===== src/rtl/dmem_store_buffer.sv =====
// Posted-write buffer: circular FIFO of byte-enabled double-word stores with
// newest-entry coalescing, request/grant drain and load forwarding.
module dmem_store_buffer #(
    parameter int unsigned DEPTH = 4,
    parameter int unsigned AW    = 13
) (
    input  logic                         clk,
    input  logic                         rst_n,
    input  logic                         in_valid,
    output logic                         in_ready,
    input  logic [7:0]                   in_be,
    input  logic [63:0]                  in_data,
    input  logic [AW-1:0]                in_addr,
    output logic                         mem_req,
    input  logic                         mem_gnt,
    output logic [7:0]                   mem_be,
    output logic [63:0]                  mem_data,
    output logic [AW-1:0]                mem_addr,
    input  logic [AW-1:0]                ld_addr,
    output logic [7:0]                   ld_be,
    output logic [63:0]                  ld_data,
    output logic [$clog2(DEPTH+1)-1:0]   count,
    output logic                         empty
);

    localparam int unsigned PW = $clog2(DEPTH);
    localparam int unsigned CW = $clog2(DEPTH+1);

    logic [7:0]    be_q   [DEPTH];
    logic [63:0]   data_q [DEPTH];
    logic [AW-1:0] addr_q [DEPTH];

    logic [PW-1:0] head_q, head_d;
    logic [PW-1:0] tail_q, tail_d;
    logic [CW-1:0] count_q, count_d;

    logic [PW-1:0] newest_idx;
    logic          full;
    logic          push_req;
    logic          coalesce;
    logic          alloc;
    logic          pop;

    assign newest_idx = tail_q - PW'(1);
    assign full       = (count_q == CW'(DEPTH));
    assign empty      = (count_q == '0);
    assign count      = count_q;
    assign in_ready   = !full;
    assign mem_req    = !empty;

    assign push_req = in_valid && !full && (in_be != '0);
    // Never merge into the head: with count>=2 the newest entry is not the head.
    assign coalesce = push_req && (count_q >= CW'(2)) && (addr_q[newest_idx] == in_addr);
    assign alloc    = push_req && !coalesce;
    assign pop      = !empty && mem_gnt;

    assign mem_be   = empty ? '0 : be_q[head_q];
    assign mem_data = empty ? '0 : data_q[head_q];
    assign mem_addr = empty ? '0 : addr_q[head_q];

    always_comb begin
        head_d  = head_q;
        tail_d  = tail_q;
        count_d = count_q;
        if (pop) begin
            head_d = head_q + PW'(1);
        end
        if (alloc) begin
            tail_d = tail_q + PW'(1);
        end
        if (alloc && !pop) begin
            count_d = count_q + CW'(1);
        end else if (!alloc && pop) begin
            count_d = count_q - CW'(1);
        end
    end

    always_ff @(posedge clk or negedge rst_n) begin
        if (!rst_n) begin
            head_q  <= '0;
            tail_q  <= '0;
            count_q <= '0;
        end else begin
            head_q  <= head_d;
            tail_q  <= tail_d;
            count_q <= count_d;
        end
    end

    always_ff @(posedge clk) begin
        if (alloc) begin
            be_q[tail_q]   <= in_be;
            data_q[tail_q] <= in_data;
            addr_q[tail_q] <= in_addr;
        end else if (coalesce) begin
            be_q[newest_idx] <= be_q[newest_idx] | in_be;
            for (int unsigned b = 0; b < 8; b++) begin
                if (in_be[b]) begin
                    data_q[newest_idx][b*8 +: 8] <= in_data[b*8 +: 8];
                end
            end
        end
    end

    // Walk oldest to youngest so younger matching bytes win each lane.
    logic [PW-1:0] fwd_idx;

    always_comb begin
        ld_be   = '0;
        ld_data = '0;
        fwd_idx = '0;
        for (int unsigned i = 0; i < DEPTH; i++) begin
            fwd_idx = head_q + PW'(i);
            if ((CW'(i) < count_q) && (addr_q[fwd_idx] == ld_addr)) begin
                for (int unsigned b = 0; b < 8; b++) begin
                    if (be_q[fwd_idx][b]) begin
                        ld_be[b]           = 1'b1;
                        ld_data[b*8 +: 8]  = data_q[fwd_idx][b*8 +: 8];
                    end
                end
            end
        end
    end

endmodule


===== config.mk =====
export PLATFORM = sky130hd
export DESIGN_NAME = dmem_store_buffer
export DESIGN_NICKNAME = d
export VERILOG_FILES = /design/src/rtl/dmem_store_buffer.sv
export SDC_FILE = /design/constraint.sdc
export NUM_CORES = 1
export LEC_CHECK = 0
export CAP_MARGIN = 10
export CORE_ASPECT_RATIO = 1.4
export CORE_MARGIN = 2
export CORE_UTILIZATION = 45
export CTS_CLUSTER_DIAMETER = 200
export DETAILED_ROUTE_END_ITERATION = 8
export PLACE_DENSITY = 0.73
export RECOVER_POWER = 25
export SLEW_MARGIN = 20
export SYNTH_ARGS = -nofsm -noshare
export SYNTH_HDL_FRONTEND = slang
export SYNTH_SLANG_ARGS = --single-unit

===== constraint.sdc =====
create_clock -name clk -period 5.17 [get_ports clk]
set_input_delay 0.517 -clock clk [delete_from_list [all_inputs] [get_ports clk]]
set_output_delay 0.517 -clock clk [all_outputs]
set_load 0.1 [all_outputs]

==> out/summary.txt <==
unrepaired setup endpoints after global routing = no
R2R Path Start = tail_q[0]$_DFFE_PN0P_
CTS tree = done
post-DP HPWL = 49000 microns
critical-path cell list = buf_12 > buf_6 > mux2_2 > nand2_1 > a21oi_1 > a211oi_2 > buf_4 > nor4_2 > buf_4 > a21oi_1 > a32oi_1 > buf_12
P&R area growth vs syn = 23.0%
Critical Path Start = head_q[1]$_DFFE_PN0P_
clk slew on worst S/H paths = 0.07 ns
Worst Max-Slew Pin Slew = 1.09 ns
Chip Width = 194 microns
dominant synthesized flop cell = edfxtp_1
routed wire length = 70100 microns
Final min period = 5.06 ns
first-pass GRT wire length = 106000 microns
die height = 270 microns
async set-or-reset flop fraction in the synthesized netlist = 2.02%
synthesized net count = 2276
status = completed
CP Class = register to primary output
first-pass detailed-route iteration total = 6
routability cong. = 0.967
Top Ports = 265
CTS root buf = clkbuf_16
Vias = 18.7k
relative slew slack = 25.3%
fmax = 198 MHz
distinct cell type count after synthesis = 67
Residual DRC = 0
Finished Cell Area = 27900 sq um
Hold Slack = 0.356 ns
synthesized flop and latch total = 347
antenna violations before repair = 8
HP Class = input port to async pin
routed len/inst = 23.0 microns
Post-synth EDFFs = 340
Port Buffers = 264
worst skew pair latency = 0.54 ns
Num CTS Buffers = 35
sequential share of the synthesized area = 45.8%
fill cell count = 4121
Multi-input gate area = 11600 sq um
FP Rows = 97
yosys warns = 0
fin util = 55.9%
CP max stage cell = a21oi_1
post-synthesis cell area = 22700 sq um
Hold Buf Count CTS = 0
skew final = 0.0157 ns
max_cap viols = 0
Critical Path Max Stage Delay = 0.78 ns
Avg Cell Area, Syn = 10.5 sq um
most frequent cells in the layout = nand2_1, edfxtp_1, mux2i_1, buf_4, nor2_1
Post-Syn Instances = 2165
most common cell after layout, fill and taps aside = nand2_1
pin count of the biggest net entering global routing = 222
DR vias/cell = 6.15
Tcrit/Tclk final = 97.9%
final setup fails = 0
total grt overflow = 0
Core ar. = 49900 sq um
Die ar. = 52300 sq um
Final Max Tran Viols = 0
CP startpoint kind = register
FF+latch area = 10400 sq um
Final ANT Viol Nets = 0
Critical Path Sink Type = primary output
CP required = 4.65 ns
layout cells sized above 1 = 18.5%
cell area after placement = 26600 sq um
CTS max path bufs = 3
Final Hold Viols = 0
Max FO, Critical Path = 42
critical path arrival = 4.54 ns
initial core utilization = 45.5%
CP bufs+invs = 5
# H-tree levels = 2
critical path's top delay family = buffers and inverters
clk sinks = 347
vias in the first global route = 18.7k
number of DRC markers in iteration 0 = 1447
GRT Util Overall = 25.8%
nets = 2487
sequential cells by signal, indices dropped and copies added (netlist names):
signal  cells
head_q      2
tail_q      2
be_q       32
count       3
data_q    256
addr_q     52
synthesized netlist by cell type (40+ instances only):
master / number / area, sq um
edfxtp_1: 340 / 10200
mux2_2: 90 / 1010
xnor2_1: 60 / 526
nor2_1: 130 / 488
nand2_1: 406 / 1520
clkbuf_1: 83 / 312
a21o_1: 65 / 488
nand3b_1: 56 / 420
mux2i_1: 273 / 2730
o21ai_0: 91 / 455
a21oi_1: 83 / 415
o211ai_1: 60 / 450
buf_2: 41 / 205
nand3_1: 65 / 325
mux4_2: 40 / 901
a32oi_1: 57 / 499
logic make-up (layout without fill, tap and decap cells):
family / Yosys count / after routing / share of synthesized area (%)
buffers and inverters: 184 / 417 / 3.57
muxes: 403 / 403 / 20.5
DFF: 347 / 347 / 45.8
xor gates and xnor gates: 70 / 70 / 2.70
other: 0 / 6 / 0
AOI/OAI and AO/OA: 414 / 414 / 12.3
and+or+nand+nor: 738 / 738 / 14.7
adders and majority gates: 9 / 9 / 0.496
area by class of cell:
type / count / area share (%)
tap: 643 / 2.88
sequential: 347 / 37.3
clock buffer: 37 / 3.17
antenna: 6 / 0.0538
multi-input combinational: 1634 / 41.5
inverter: 20 / 0.301
clock inverter: 22 / 1.09
timing repair buffer: 338 / 13.8
through the flow:
stage	setup TNS [ns]	cells	worst slack, ns
final	0	3047	0.111
after global routing	0	3046	0.00326
after CTS	0	3040	0.0319
after detailed placement	0	2981	0.425
after global placement	0	2980	0.528
after floorplan	-2.30	2165	-0.329
routing by layer:
metal | vias up | share of wire, % | track usage, %
met5 | - | 0.031 | 0
met4 | 4 | 6.0 | 14.9
met3 | 228 | 6.4 | 3.48
met2 | 909 | 51 | 46.2
met1 | 9045 | 37 | 29.4
li1 | 8541 | - | -
worst paths after layout:
kind / cells after the start / slack [ns] / end
setup / recovery: 12 / 0.11 / ld_data[1]
hold / removal: 1 / 0.36 / tail_q[1]$_DFFE_PN0P_
setup reg to reg: 11 / 0.56 / be_q[3][3]$_DFFE_PP_
hold reg to reg: 1 / 0.69 / count[2]$_DFFE_PN0P_
max in group asynchronous: 1 / 4.46 / head_q[0]$_DFFE_PN0P_
min in group clk: 1 / 0.67 / data_q[0][43]$_DFFE_PP_
repair_timing:
item,4_1_cts,5_1_grt
pin swaps,0,1
setup endpoints to repair,12,34
resized for setup,3,3
buffers inserted,0,1
Power is left out: the tool's default activity adds up to more than one toggle a clock period on the data nets, which glitch-free logic cannot reach.
